$ cat src/rtl/mult_arb_pkg.sv
// Shared definitions for the two-port matrix-multiply arbiter.
//   state_t     : controller states (IDLE, RUN, WAIT, DONE, ERR)
//   MAT_W       : operand matrix width (4x4 elements of 4 bits)
//   RES_W       : result width (16 elements of ELEM_W bits)
//   ELEM_W      : width of one result element
//   TIMEOUT_DEF : default number of WAIT cycles before a job is aborted
package mult_arb_pkg;

  localparam int MAT_W       = 64;
  localparam int RES_W       = 160;
  localparam int ELEM_W      = 10;
  localparam int TIMEOUT_DEF = 12;

  typedef enum logic [2:0] {
    IDLE,
    RUN,
    WAIT,
    DONE,
    ERR
  } state_t;

  // One-hot completion vector for the port that owns the current job.
  function automatic logic [1:0] port_onehot(input logic port);
    return port ? 2'b10 : 2'b01;
  endfunction

endpackage

$ cat src/rtl/mult_arbiter_if.sv
// Requester-side bus of the matrix-multiply arbiter.
//   req0/req1              : job requests, held until the matching done
//   mat_A0/mat_B0/A1/B1    : operand matrices per requester
//   done0/done1            : one-cycle completion pulses
//   err                    : one-cycle timeout flag, coincident with done
//   result                 : last successfully captured product
//   busy                   : arbiter is not idle
// master = requester side, slave = arbiter side.
interface mult_arbiter_if;
  import mult_arb_pkg::*;

  logic             req0;
  logic             req1;
  logic [MAT_W-1:0] mat_A0;
  logic [MAT_W-1:0] mat_B0;
  logic [MAT_W-1:0] mat_A1;
  logic [MAT_W-1:0] mat_B1;
  logic             done0;
  logic             done1;
  logic             err;
  logic             busy;
  logic [RES_W-1:0] result;

  modport master (
    output req0, req1, mat_A0, mat_B0, mat_A1, mat_B1,
    input  done0, done1, err, busy, result
  );

  modport slave (
    input  req0, req1, mat_A0, mat_B0, mat_A1, mat_B1,
    output done0, done1, err, busy, result
  );

endinterface

$ cat src/rtl/mult_arbiter_rr.sv
// Two-port round-robin pick.
//   clk, rst_n : clock, asynchronous active-low reset
//   req[1:0]   : pending requests
//   advance    : the current grant is being taken this cycle
//   gnt[1:0]   : one-hot grant (combinational), zero when no request
// After reset port 0 wins a tie; after each taken grant the other port
// becomes favoured.
module rr_arbiter2 (
  input  logic       clk,
  input  logic       rst_n,
  input  logic [1:0] req,
  input  logic       advance,
  output logic [1:0] gnt
);

  logic prio_reg;  // port favoured on a tie

  always_comb begin
    gnt = req;
    if (&req) gnt = prio_reg ? 2'b10 : 2'b01;
  end

  always_ff @(posedge clk or negedge rst_n) begin
    if (!rst_n) begin
      prio_reg <= 1'b0;
    end else if (advance && (|gnt)) begin
      // Served port 0 -> favour 1, served port 1 -> favour 0.
      prio_reg <= ~gnt[1];
    end
  end

endmodule

$ cat src/rtl/mult_arbiter.sv
// Arbitrates two requesters onto a single external matrix-multiply path.
//   clk, rst_n           : clock, asynchronous active-low reset
//   bus (slave)          : requester bus, see mult_arbiter_if
//   path_mat_A/B         : operands latched at the grant, held for the job
//   path_mult_en         : one-cycle start strobe (RUN state)
//   path_rst             : synchronous clear of the path, high outside RUN/WAIT
//   path_mat_out         : product from the path
//   path_finish          : path finished, sticky until path_rst
// Job flow: IDLE -> RUN (1 cycle) -> WAIT (until finish or TIMEOUT cycles)
// -> DONE or ERR (1 cycle) -> IDLE. All outputs are registered.
module mult_arbiter
  import mult_arb_pkg::*;
#(
  parameter int TIMEOUT = TIMEOUT_DEF
) (
  input  logic             clk,
  input  logic             rst_n,
  mult_arbiter_if.slave    bus,
  output logic [MAT_W-1:0] path_mat_A,
  output logic [MAT_W-1:0] path_mat_B,
  output logic             path_mult_en,
  output logic             path_rst,
  input  logic [RES_W-1:0] path_mat_out,
  input  logic             path_finish
);

  localparam int CNT_W = $clog2(TIMEOUT + 1);
  // Counter value in the last permitted WAIT cycle (counter starts at 0).
  localparam logic [CNT_W-1:0] CNT_LAST = CNT_W'(TIMEOUT - 1);

  state_t           state_reg;
  logic             owner_reg;
  logic [CNT_W-1:0] cnt_reg;
  logic [1:0]       done_reg;
  logic             err_reg;
  logic             busy_reg;
  logic             mult_en_reg;
  logic             path_rst_reg;
  logic [MAT_W-1:0] mat_a_reg;
  logic [MAT_W-1:0] mat_b_reg;
  logic [RES_W-1:0] result_reg;

  logic [1:0] req_vec;
  logic [1:0] gnt;
  logic       advance;

  assign req_vec = {bus.req1, bus.req0};
  assign advance = (state_reg == IDLE);

  rr_arbiter2 u_rr (
    .clk     (clk),
    .rst_n   (rst_n),
    .req     (req_vec),
    .advance (advance),
    .gnt     (gnt)
  );

  always_ff @(posedge clk or negedge rst_n) begin
    if (!rst_n) begin
      state_reg    <= IDLE;
      owner_reg    <= 1'b0;
      cnt_reg      <= '0;
      done_reg     <= 2'b00;
      err_reg      <= 1'b0;
      busy_reg     <= 1'b0;
      mult_en_reg  <= 1'b0;
      path_rst_reg <= 1'b1;
      mat_a_reg    <= '0;
      mat_b_reg    <= '0;
      result_reg   <= '0;
    end else begin
      case (state_reg)
        IDLE: begin
          if (|gnt) begin
            owner_reg    <= gnt[1];
            mat_a_reg    <= gnt[1] ? bus.mat_A1 : bus.mat_A0;
            mat_b_reg    <= gnt[1] ? bus.mat_B1 : bus.mat_B0;
            mult_en_reg  <= 1'b1;
            path_rst_reg <= 1'b0;
            busy_reg     <= 1'b1;
            state_reg    <= RUN;
          end
        end
        RUN: begin
          mult_en_reg <= 1'b0;
          cnt_reg     <= '0;
          state_reg   <= WAIT;
        end
        WAIT: begin
          // A finish in the last permitted cycle still counts as success.
          if (path_finish) begin
            result_reg   <= path_mat_out;
            done_reg     <= port_onehot(owner_reg);
            path_rst_reg <= 1'b1;
            state_reg    <= DONE;
          end else if (cnt_reg == CNT_LAST) begin
            done_reg     <= port_onehot(owner_reg);
            err_reg      <= 1'b1;
            path_rst_reg <= 1'b1;
            state_reg    <= ERR;
          end else begin
            cnt_reg <= cnt_reg + CNT_W'(1);
          end
        end
        DONE, ERR: begin
          done_reg     <= 2'b00;
          err_reg      <= 1'b0;
          busy_reg     <= 1'b0;
          path_rst_reg <= 1'b1;
          state_reg    <= IDLE;
        end
        default: begin
          state_reg <= IDLE;
        end
      endcase
    end
  end

  assign bus.done0    = done_reg[0];
  assign bus.done1    = done_reg[1];
  assign bus.err      = err_reg;
  assign bus.busy     = busy_reg;
  assign bus.result   = result_reg;
  assign path_mat_A   = mat_a_reg;
  assign path_mat_B   = mat_b_reg;
  assign path_mult_en = mult_en_reg;
  assign path_rst     = path_rst_reg;

endmodule

$ cat src/flat_wrapper.sv
// flat-port wrapper written by rule: the top's interface ports become plain ports
module mult_arbiter_flat import mult_arb_pkg::*;
#(
  parameter int TIMEOUT = TIMEOUT_DEF
)
  (clk, rst_n, path_mat_A, path_mat_B, path_mult_en, path_rst, path_mat_out, path_finish, bus_req0, bus_req1, bus_mat_A0, bus_mat_B0, bus_mat_A1, bus_mat_B1, bus_done0, bus_done1, bus_err, bus_busy, bus_result);
  mult_arbiter_if bus_i ();
  input  logic clk;
  input  logic rst_n;
  output logic [MAT_W-1:0] path_mat_A;
  output logic [MAT_W-1:0] path_mat_B;
  output logic path_mult_en;
  output logic path_rst;
  input  logic [RES_W-1:0] path_mat_out;
  input  logic path_finish;
  input wire logic [$bits(bus_i.req0)-1:0] bus_req0;
  input wire logic [$bits(bus_i.req1)-1:0] bus_req1;
  input wire logic [$bits(bus_i.mat_A0)-1:0] bus_mat_A0;
  input wire logic [$bits(bus_i.mat_B0)-1:0] bus_mat_B0;
  input wire logic [$bits(bus_i.mat_A1)-1:0] bus_mat_A1;
  input wire logic [$bits(bus_i.mat_B1)-1:0] bus_mat_B1;
  output wire logic [$bits(bus_i.done0)-1:0] bus_done0;
  output wire logic [$bits(bus_i.done1)-1:0] bus_done1;
  output wire logic [$bits(bus_i.err)-1:0] bus_err;
  output wire logic [$bits(bus_i.busy)-1:0] bus_busy;
  output wire logic [$bits(bus_i.result)-1:0] bus_result;
  assign bus_i.req0 = bus_req0;
  assign bus_i.req1 = bus_req1;
  assign bus_i.mat_A0 = bus_mat_A0;
  assign bus_i.mat_B0 = bus_mat_B0;
  assign bus_i.mat_A1 = bus_mat_A1;
  assign bus_i.mat_B1 = bus_mat_B1;
  assign bus_done0 = bus_i.done0;
  assign bus_done1 = bus_i.done1;
  assign bus_err = bus_i.err;
  assign bus_busy = bus_i.busy;
  assign bus_result = bus_i.result;
  mult_arbiter #(.TIMEOUT(TIMEOUT)) u_core (.clk(clk), .rst_n(rst_n), .bus(bus_i), .path_mat_A(path_mat_A), .path_mat_B(path_mat_B), .path_mult_en(path_mult_en), .path_rst(path_rst), .path_mat_out(path_mat_out), .path_finish(path_finish));
endmodule
$ cat config.mk
export PLATFORM = sky130hd
export DESIGN_NAME = mult_arbiter_flat
export DESIGN_NICKNAME = d
export VERILOG_FILES = /design/src/rtl/mult_arb_pkg.sv /design/src/rtl/mult_arbiter_if.sv /design/src/rtl/mult_arbiter_rr.sv /design/src/rtl/mult_arbiter.sv /design/src/flat_wrapper.sv
export SDC_FILE = /design/constraint.sdc
export NUM_CORES = 1
export LEC_CHECK = 0
export ABC_AREA = 1
export CORE_AREA = 2 2 281 283
export CTS_CLUSTER_DIAMETER = 200
export DETAILED_ROUTE_END_ITERATION = 12
export DIE_AREA = 0 0 283 285
export REMOVE_ABC_BUFFERS = 1
export SYNTH_ARGS = -nofsm -noshare
export SYNTH_HDL_FRONTEND = slang
export SYNTH_SLANG_ARGS = --single-unit
$ cat constraint.sdc
create_clock -name clk -period 2.7 [get_ports clk]
set_input_delay 0.81 -clock clk [delete_from_list [all_inputs] [get_ports clk]]
set_output_delay 0.81 -clock clk [all_outputs]
set_load 0.1 [all_outputs]
# Word-level counts from Yosys, hierarchy flattened
# Cells that the tools add are included.
# word_totals
register_bits	303
in_bits	421
wordCells	67
output_inout_bits	294
# classes
bitwise	1
add_sub_neg	1
reduce_logical	19
muxes	24
n_eq_ne	10
# op_table
operator	count
$mux W64	2
$reduce_and A2 Y1	7
$mux W2	5
$mux W3	3
$pmux W3 S3	1
$reduce_and A3 Y1	3
$mux W4	2
$pmux W4 S2	1
$reduce_bool A2 Y1	4
$eq A3 B2 Y1 const B	2
$pmux W1 S2	3
$mux W1	5
$add A4 B1 Y4 const B	1
$eq A4 B4 Y1 const B	1
$ne A2 B1 Y1 const B	2
$ne A2 B2 Y1 const B	2
$pmux W2 S2	1
$reduce_or A2 Y1	2
$eq A3 B1 Y1 const B	1
$eq A3 B3 Y1 const B	1
$logic_not A3 Y1	1
$ne A3 B2 Y1 const B	1
$pmux W1 S3	1
$reduce_bool A3 Y1	1
2 further kinds	2

# Longest topological paths before layout
# Gate-level depths: netlist (run 1).
# logic_depth
word_depth	5
mapped_depth	8
depth_no_buf	7

# By module
# Synthesis (run 1) repeated with hierarchy kept, for this count alone.
# hier_totals
hier_cells	1469
hier_area_um2	12882.4
# by_module_without_submodules
module	instances	seq_area_each_um2	area_each_um2	cells_each
mult_arbiter	1	7558.5	12822.3	1461
rr_arbiter2	1	25.0	60.1	8

# Least setup slack after synthesis (run 1)
# Ideal clock, no wire load.
# synth_path
path_type	input port to flip-flop
from	input port bus_req0
to	register u_core.mat_b_reg[47] (netlist: u_core.path_mat_B[47])
setup_time_ns	0.070
arrival_ns	1.719
path_buffers	2
required_time_ns	2.630
path_slack_ns	0.911
path_stages	6
cell_sequence	or2_2 > nand2_1 > buf_4 > buf_2 > nand2_1 > nand3_1
# synth_between
elab_chain_cells	4
word_cells_on_any_way	5
cone_classes	2 x mux; 3 x reduce/logical
# synth_rtl
element	line_no	source
from (decl)	flat_wrapper.sv:16	input wire logic [$bits(bus_i.req0)-1:0] bus_req0;
$reduce_and A2 Y1	mult_arbiter_rr.sv:20	if (&req) gnt = prio_reg ? 2'b10 : 2'b01;
$mux W2 (*)	mult_arbiter_rr.sv:20	
$reduce_or A2 Y1	mult_arbiter.sv:74	if (|gnt) begin
$reduce_and A2 Y1 (no source line)	n/a	
to (signal assigned)	mult_arbiter.sv:77	mat_b_reg <= gnt[1] ? bus.mat_B1 : bus.mat_B0;
to (decl)	mult_arbiter.sv:40	logic [MAT_W-1:0] mat_b_reg;
# Every way passes the cells marked *; elsewhere a longest branch is shown, timed or not.
# A chain may end at the register's enable or synchronous reset.

# Worst setup path in the final report (run 1)
# layout_path
from	register u_core.path_rst_reg (netlist: u_core.path_rst)
to	output port path_rst
# layout_lines
element	line_no	source
from (decl)	mult_arbiter.sv:38	logic path_rst_reg;
from (signal assigned)	mult_arbiter.sv:67	path_rst_reg <= 1'b1;
from (signal assigned)	mult_arbiter.sv:79	path_rst_reg <= 1'b0;
from (signal assigned)	mult_arbiter.sv:94	path_rst_reg <= 1'b1;
to (decl)	flat_wrapper.sv:13	output logic path_rst;
# No word-level cell between the ends.

==> impl_metrics.toml, run 1 <==
[drt]
drc = 0
postRouteAntennaNets = 0
drt-wirelength-per-cell_um = 16.3
vias = 12271
detail_route.iter0.violations = 565
vias_per_cell = 3.78
wirelength_mm = 52.8
firstDrtPassIters = 5

[cts]
cts_tree = "built"
clkTransAtPathRegs_ns = 0.06
postCtsHoldBufs = 0
clock_latency_ns = 0.55
cts_buffers = 38
cts.sinks = 303
cts_resized = 0
cts_buffer_depth = 3
cts_setup_buffers = 0
ctsHtreeMaxLevel = 2
cts_root_buffer = "clkbuf_16"

[placement]
port_buffers = 714
placed_area_mm2 = 0.0201
dp_hpwl_mm = 40.5
gp_congestion = 0.816

[worst_setup_path]
slowest_delay_ns = 0.53
crit_chain = "buf_4"
critPathMaxFanout = 2
critPathCaptureType = "primary output"
r2r-end = "u_core.path_mat_A[30]$_DFFE_PN0P_"
crit_type = "reg2out"
r2r_cells = 8
r2r_slack_ns = 0.82
slowest_stage = "dfstp_2"
cp_top_family = "flip-flops"
path_buf_inv = 1
worstSetupStartpointType = "flop"
critPathArrivalTime_ns = 1.40
cp.required_ns = 1.89
r2r_start = "u_core.state_reg[1]$_DFFE_PN0P_"

[synthesis]
syn_avg_cell_area_um2 = 8.45
synth_cell_types = 20
syn_area_mm2 = 0.0123
synth_top_cell_by_area = "dfrtp_1"
synth_edf_count = 0
synth_flop_cell = "dfrtp_1"
ys_warn_count = 0
netlist_top_cells_area = "dfrtp_1 62%, nand2_1 26%, nand3_1 7.7%"
synth_cells = 1454
async_flop_share_pct = 100
synth_top_cell_area_share_pct = 61.5
yosysSeqAreaShare_pct = 61.7
ys_ff_latch = 303

[global_route]
grt_pass1_vias = 12422
grt_remaining_overflow = 0
antenna_found_initial = 5
grt_pass1_wl_mm = 79.4
grtUsageTotal_pct = 12.8
grt_max_degree = 130

[run_status]
status = "finished clean"

[floorplan]
die_x_um = 283
start_util_pct = 15.8
die_area_mm2 = 0.0807
die_height_um = 285
core_area_mm2 = 0.0780
std_cell_rows = 103
ioPinCount = 715

[timing]
fmax_ghz = 0.452
tightest_slew_ns = 0.616
setup_viol = 0
fin_crit_ns = 2.21
hold_viol = 0
post-route-period-util_pct = 81.9
slew_viol_final = 0
finalClockSkew_ns = 0.0151
hold-worst-slack_ns = 0.139
slew-limit-headroom_pct = 58.9
rsz0062_at_grt = "false"

[flow_run]
drv_cap = 0

[layout]
n_fill_cell = 8358
regArea_mm2 = 0.00758
final_area_mm2 = 0.0214
area_growth_syn_to_layout_pct = 74.1
multi_input_area_mm2 = 0.00428
fin_nets = 2585
drive_above_1_share_pct = 18.3
largest_reg_flops = 160

[hold_path]
hold_path.class = "in2async"
placed cells by master, fill, tap and decap left out, types with 2 or more instances in the layout:
cell             instances
buf_12                  18
buf_4                  311
bufinv_16                2
clkbuf_1                 8
clkbuf_16               39
clkbuf_8                 7
clkdlybuf4s50_1        419
clkinv_2                 9
clkinv_8                 2
clkinvlp_4               2
dfrtp_1                302
diode_2                  2
inv_1                    9
inv_2                    3
nand2_1                845
nand3_1                189
nor2_1                  10
nor2_4                   2
o21ai_0                  2
metrics by stage:
step                std cells  utilization (%)  setup TNS (ns)  worst slack [ns]
detailed placement       3173             25.8               0             0.122
global placement         3173             25.8               0             0.150
global route             3244             27.4               0             0.405
floorplan                1374                -         -586.86             -2.48
finish                   3244             27.4               0             0.489
CTS                      3242             27.4               0             0.403
final cells by class:
type	count	area share, %
clock inverters	15	0.714
flip-flops and latches	303	35.5
diodes	2	0.0234
multi-input cells	1058	20.0
repair buffers	749	32.3
well taps	1050	6.14
inverters	13	0.240
clock buffers	54	5.15
synth_stat cells, types with 2 or more instances:
cell type / instances
a21oi_1: 2
buf_2: 48
buf_4: 11
clkbuf_1: 21
dfrtp_1: 302
inv_1: 9
inv_2: 4
nand2_1: 846
nand3_1: 189
nor2_1: 11
o21ai_0: 2
how the worst max path moves through the flow:
stage | depth (start not counted) | slack (ns) | from | endpoint
after floorplan | 4 | -2.48 | bus_req0 | u_core.owner_reg$_DFFE_PN0P_
after global placement | 7 | 0.15 | path_finish | u_core.bus.result[84]$_DFFE_PN0P_
after detailed placement | 7 | 0.12 | path_finish | u_core.bus.result[84]$_DFFE_PN0P_
after CTS | 1 | 0.40 | u_core.path_rst$_DFFE_PN1P_ | path_rst
after global routing | 1 | 0.41 | u_core.path_rst$_DFFE_PN1P_ | path_rst
final | 1 | 0.49 | u_core.path_rst$_DFFE_PN1P_ | path_rst
per-layer routing:
| layer | vias to the layer above | track usage [%] | part of all wire, % |
|---|---|---|---|
| li1 | 5988 | - | - |
| met1 | 5651 | 15.3 | 41 |
| met2 | 551 | 20.9 | 47 |
| met3 | 79 | 4.61 | 9.2 |
| met4 | 2 | 4.68 | 3.4 |
| met5 | - | 0 | 0.025 |
kinds of logic (layout without fill, tap and decap cells):
logic type      count (synthesis)  count (layout)  synth area share (%)
xor+xnor                        1               1                0.0713
fa+ha+maj                       1               1                 0.102
flops                         303             303                  61.7
compound gates                  5               5                 0.224
buf+inv                        93             831                  3.67
simple gates                 1051            1051                  34.2
other cells                     0               2                     0
Power of run 1 is left out: the tool's default activity adds up to more than one toggle a clock period on the data nets, which glitch-free logic cannot reach.
==> run 2: changes to the inputs <==
--- a/config.mk
+++ b/config.mk
@@ -6,10 +6,10 @@
 export NUM_CORES = 1
 export LEC_CHECK = 0
 export ABC_AREA = 1
-export CORE_AREA = 2 2 281 283
+export CORE_AREA = 2 2 279 281
 export CTS_CLUSTER_DIAMETER = 200
 export DETAILED_ROUTE_END_ITERATION = 12
-export DIE_AREA = 0 0 283 285
+export DIE_AREA = 0 0 281 283
 export REMOVE_ABC_BUFFERS = 1
 export SYNTH_ARGS = -nofsm -noshare
 export SYNTH_HDL_FRONTEND = slang
==> constraint.sdc (replaced) <==
create_clock -name clk -period 2 [get_ports clk]
set_input_delay 0.6 -clock clk [delete_from_list [all_inputs] [get_ports clk]]
set_output_delay 0.6 -clock clk [all_outputs]
set_load 0.1 [all_outputs]
==> run 2 against run 1 <==
Design area rose by 19%. Non-clock buffer count is 35 higher. Register-to-register slack worse by 0.49 ns. Global-route usage rose by 0.53 points. Worst hold slack improved by 0.38 ns. Critical endpoint unchanged.
==> impl_metrics.toml, run 2 (synthesis gave the netlist of run 1 again) <==
[cts]
postCtsHoldBufs = 1
ctsHtreeMaxLevel = 2
cts_tree = "built"
cts_buffer_depth = 3
cts_buffers = 38
cts_root_buffer = "clkbuf_16"
clock_latency_ns = 0.54
cts_resized = 0
cts.sinks = 303
cts_setup_buffers = 0
clkTransAtPathRegs_ns = 0.06

[placement]
gp_congestion = 0.841
place_ws_ns = -0.129
place_inst = 3197
dp_hpwl_mm = 42.7
port_buffers = 714

[global_route]
grt_remaining_overflow = 0
grt_pass1_vias = 12830
antenna_found_initial = 5
grt_max_degree = 72
grt_pass1_wl_mm = 80.9
grtUsageTotal_pct = 13.3

[drt]
vias = 12406
firstDrtPassIters = 5
vias_per_cell = 3.80
drc = 0
wirelength_mm = 53.8
detail_route.iter0.violations = 545
postRouteAntennaNets = 0
drt-wirelength-per-cell_um = 16.5

[timing]
hold-worst-slack_ns = 0.515
hold_viol = 0
rsz0062_at_grt = "false"
tightest_slew_ns = 0.464
fin_crit_ns = 1.93
finalClockSkew_ns = 0.0132
fmax_ghz = 0.519
slew_viol_final = 0
setup_slack_ns = 0.0736
slew-limit-headroom_pct = 69.1
post-route-period-util_pct = 96.3
setup_viol = 0

[hold_path]
hold_path.class = "reg2reg"
hold-path-endpoint = "u_core.path_rst$_DFFE_PN1P_"
hold_depth = 2
min_from = "u_core.path_rst$_DFFE_PN1P_"

[layout]
n_fill_cell = 7756
area_growth_syn_to_layout_pct = 107
mostFrequentLayoutCell = "nand2_1"
drive_above_1_share_pct = 19.5
fin_nets = 2620
largest_reg_flops = 160
finalNonFillerCells = 3265
mostFrequentLayoutCells = "845 x nand2_1, 419 x clkdlybuf4s50_1, 322 x buf_12, 302 x dfrtp_1, 189 x nand3_1"

[worst_setup_path]
path_buf_inv = 1
critPathMaxFanout = 2
critPathArrivalTime_ns = 1.33
critPathCaptureType = "primary output"
r2r-end = "u_core.path_mat_A[49]$_DFFE_PN0P_"
cp_top_family = "flip-flops"
worstSetupStartpointType = "flop"
crit_chain = "buf_12"
r2r_slack_ns = 0.33
r2r_cells = 8
crit_type = "reg2out"
slowest_delay_ns = 0.58
r2r_start = "u_core.state_reg[1]$_DFFE_PN0P_"
crit_start = "u_core.path_rst$_DFFE_PN1P_"
slowest_stage = "dfstp_2"
cp.required_ns = 1.40
crit_cells = 1

[floorplan]
die_height_um = 283
ioPinCount = 715
start_util_pct = 16.0
die_area_mm2 = 0.0795
core_area_mm2 = 0.0767
std_cell_rows = 102
die_x_um = 281

[run_status]
status = "finished clean"

[flow_run]
drv_cap = 0
==> run 2: worst max path at each step <==
stage,to
final,path_rst
after global routing,path_rst
after CTS,path_rst
after detailed placement,u_core.path_mat_A[38]$_DFFE_PN0P_
after global placement,u_core.path_mat_B[27]$_DFFE_PN0P_
after floorplan,u_core.owner_reg$_DFFE_PN0P_
==> run 2: area by class of cell <==
class                      count  area, um2  area share [%]
timing repair buffer         784      11000            43.2
sequential                   303       7580            29.8
multi-input combinational   1058       4280            16.8
tap                         1040       1300            5.12
clock buffer                  56       1130            4.44
clock inverter                10        104           0.408
inverter                      13       51.3           0.202
antenna                        1       2.50         0.00984
==> run 2: metal layers <==
layer | part of all wire (%) | wire length [um] | global-route usage [%] | vias up
met5 | 0.024 | 13 | 0 | -
met4 | 4.6 | 2460 | 5.86 | 2
met3 | 11 | 5660 | 5.26 | 94
met2 | 47 | 25100 | 21.7 | 546
met1 | 38 | 20600 | 15.2 | 5733
li1 | - | - | - | 6031
==> run 2: through the flow <==
stage	utilization, %	area (um2)	TNS, ns
floorplan	-	11900	-731.82
global placement	31.5	24200	-13.49
detailed placement	31.5	24200	-17.74
CTS	33.1	25400	0
global route	33.1	25400	0
finish	33.1	25400	0
Power of run 2 is left out for the same reason.
==> run 3: changes to the inputs <==
--- a/config.mk
+++ b/config.mk
@@ -6,10 +6,11 @@
 export NUM_CORES = 1
 export LEC_CHECK = 0
 export ABC_AREA = 1
-export CORE_AREA = 2 2 279 281
+export CORE_AREA = 2 2 277 279
 export CTS_CLUSTER_DIAMETER = 200
 export DETAILED_ROUTE_END_ITERATION = 12
-export DIE_AREA = 0 0 281 283
+export DIE_AREA = 0 0 279 281
+export DONT_BUFFER_PORTS = 1
 export REMOVE_ABC_BUFFERS = 1
 export SYNTH_ARGS = -nofsm -noshare
 export SYNTH_HDL_FRONTEND = slang
==> run 3 against run 2 <==
The run now ends with negative hold slack left. Die area down 1.4%. Fmax rose by 0.66%. Core utilization fell by 11 points. Sequential cell count is the same. Count of clock-buffer cells in the layout is 4 lower. Design area down 33%. Sequential share of layout area rose by 15 points. Worst setup slack improved by 0.013 ns.
==> impl_metrics.toml, run 3 (synthesis gave the netlist of run 1 again) <==
[run_status]
status = "finished, violations left"
violations = "negative hold slack"

[floorplan]
std_cell_rows = 101
ioPinCount = 715
die_height_um = 281
core_area_mm2 = 0.0754
die_area_mm2 = 0.0784
die_x_um = 279
start_util_pct = 16.3

[hold_path]
hold_path.class = "in2async"

[layout]
fin_nets = 2149
mostFrequentLayoutCells = "845 x nand2_1, 302 x dfrtp_1, 301 x buf_4, 188 x nand3_1, 39 x clkbuf_16"
drive_above_1_share_pct = 21.9
finalNonFillerCells = 2734
fin_util_pct = 22.5
mostFrequentLayoutCell = "nand2_1"
largest_reg_flops = 160
area_growth_syn_to_layout_pct = 37.9

[drt]
vias_per_cell = 3.88
maxUsedRoutingLayer = "met4"
dr_wl_met3_mm = 4.80
firstDrtPassIters = 4
wirelength_mm = 48.0
postRouteAntennaNets = 0
detail_route.iter0.violations = 587
wl_met1_mm = 19.2
met2WireLength_mm = 22.0
drc = 0
drt-wirelength-per-cell_um = 17.6
vias = 10607

[timing]
fmax_ghz = 0.523
hold_viol = 195
slew_viol_final = 0
finalClockSkew_ns = 0.0175
setup_slack_ns = 0.0863
post-route-period-util_pct = 95.7
fin_crit_ns = 1.91
setup_viol = 0
hold-worst-slack_ns = -0.233
rsz0062_at_grt = "false"
tightest_slew_ns = 1.44
slew-limit-headroom_pct = 4.21

[worst_setup_path]
critPathCaptureType = "primary output"
crit_start = "u_core.path_rst$_DFFE_PN1P_"
crit_type = "reg2out"
slowest_stage = "dfstp_2"
r2r_start = "u_core.state_reg[0]$_DFFE_PN0P_"
slowest_delay_ns = 0.52
cp_top_family = "flip-flops"
worstSetupStartpointType = "flop"
cp.required_ns = 1.40
critPathArrivalTime_ns = 1.31
r2r-end = "u_core.bus.result[45]$_DFFE_PN0P_"
r2r_slack_ns = 0.26
path_buf_inv = 1
crit_chain = "buf_6"
r2r_cells = 7
critPathMaxFanout = 2

[flow_run]
drv_cap = 0

[global_route]
grt_pass1_vias = 10424
grt_max_degree = 304
grt_pass1_wl_mm = 67.8
grt_remaining_overflow = 0
grtUsageTotal_pct = 11.6
antenna_found_initial = 7

[cts]
cts_tree = "built"
ctsHtreeMaxLevel = 2
cts_root_buffer = "clkbuf_16"
cts.sinks = 303
cts_buffers = 37
cts_buffer_depth = 3
cts_setup_buffers = 0
clkTransAtPathRegs_ns = 0.06
clock_latency_ns = 0.54

[placement]
dp_hpwl_mm = 36.3
gp_congestion = 0.864
place_inst = 2666
place_ws_ns = -0.0897
port_buffers = 0
## run 3: worst register-to-register path: stages, from the launching register on
cell     delay, ns
dfrtp_1       0.40
inv_1         0.09
nand3_2       0.20
nor2_4        0.31
buf_12        0.34
buf_4         0.22
nand2_1       0.05
nand2_1       0.06
## run 3: stage by stage
step	instance area [um2]	TNS, ns
after global routing	16900	0
final	16900	0
after global placement	15600	-0.807
after floorplan	11900	-731.82
after detailed placement	15600	-0.267
after CTS	16900	0
## run 3: final cells by class
class                   count  area, um2
clock buffers              52       1110
clock inverters             9        155
well taps                 978       1220
flip-flops and latches    303       7580
fillers                  8285      58500
multi-input cells        1058       4290
repair buffers            314       2510
inverters                  13       51.3
diodes                      7       17.5
## run 3: routing by layer
metal | vias up | track usage, %
met5 | - | 0
met4 | 0 | 5.93
met3 | 99 | 4.51
met2 | 537 | 18.4
met1 | 4882 | 13.6
li1 | 5089 | -
## run 3: what timing repair did
item                                   CTS  global route
resized for setup                        2             1
setup endpoints to repair                8             2
endpoints found under the hold margin  303           302
## run 3: worst max path at each step
stage	endpoint	cells past startpoint
2_1_floorplan	u_core.owner_reg$_DFFE_PN0P_	4
3_3_place_gp	u_core.done_reg[1]$_DFFE_PN0P_	7
5_1_grt	path_rst	1
6_report	path_rst	1
4_1_cts	path_rst	1
3_5_place_dp	u_core.done_reg[1]$_DFFE_PN0P_	7
Power of run 3 is left out for the same reason.
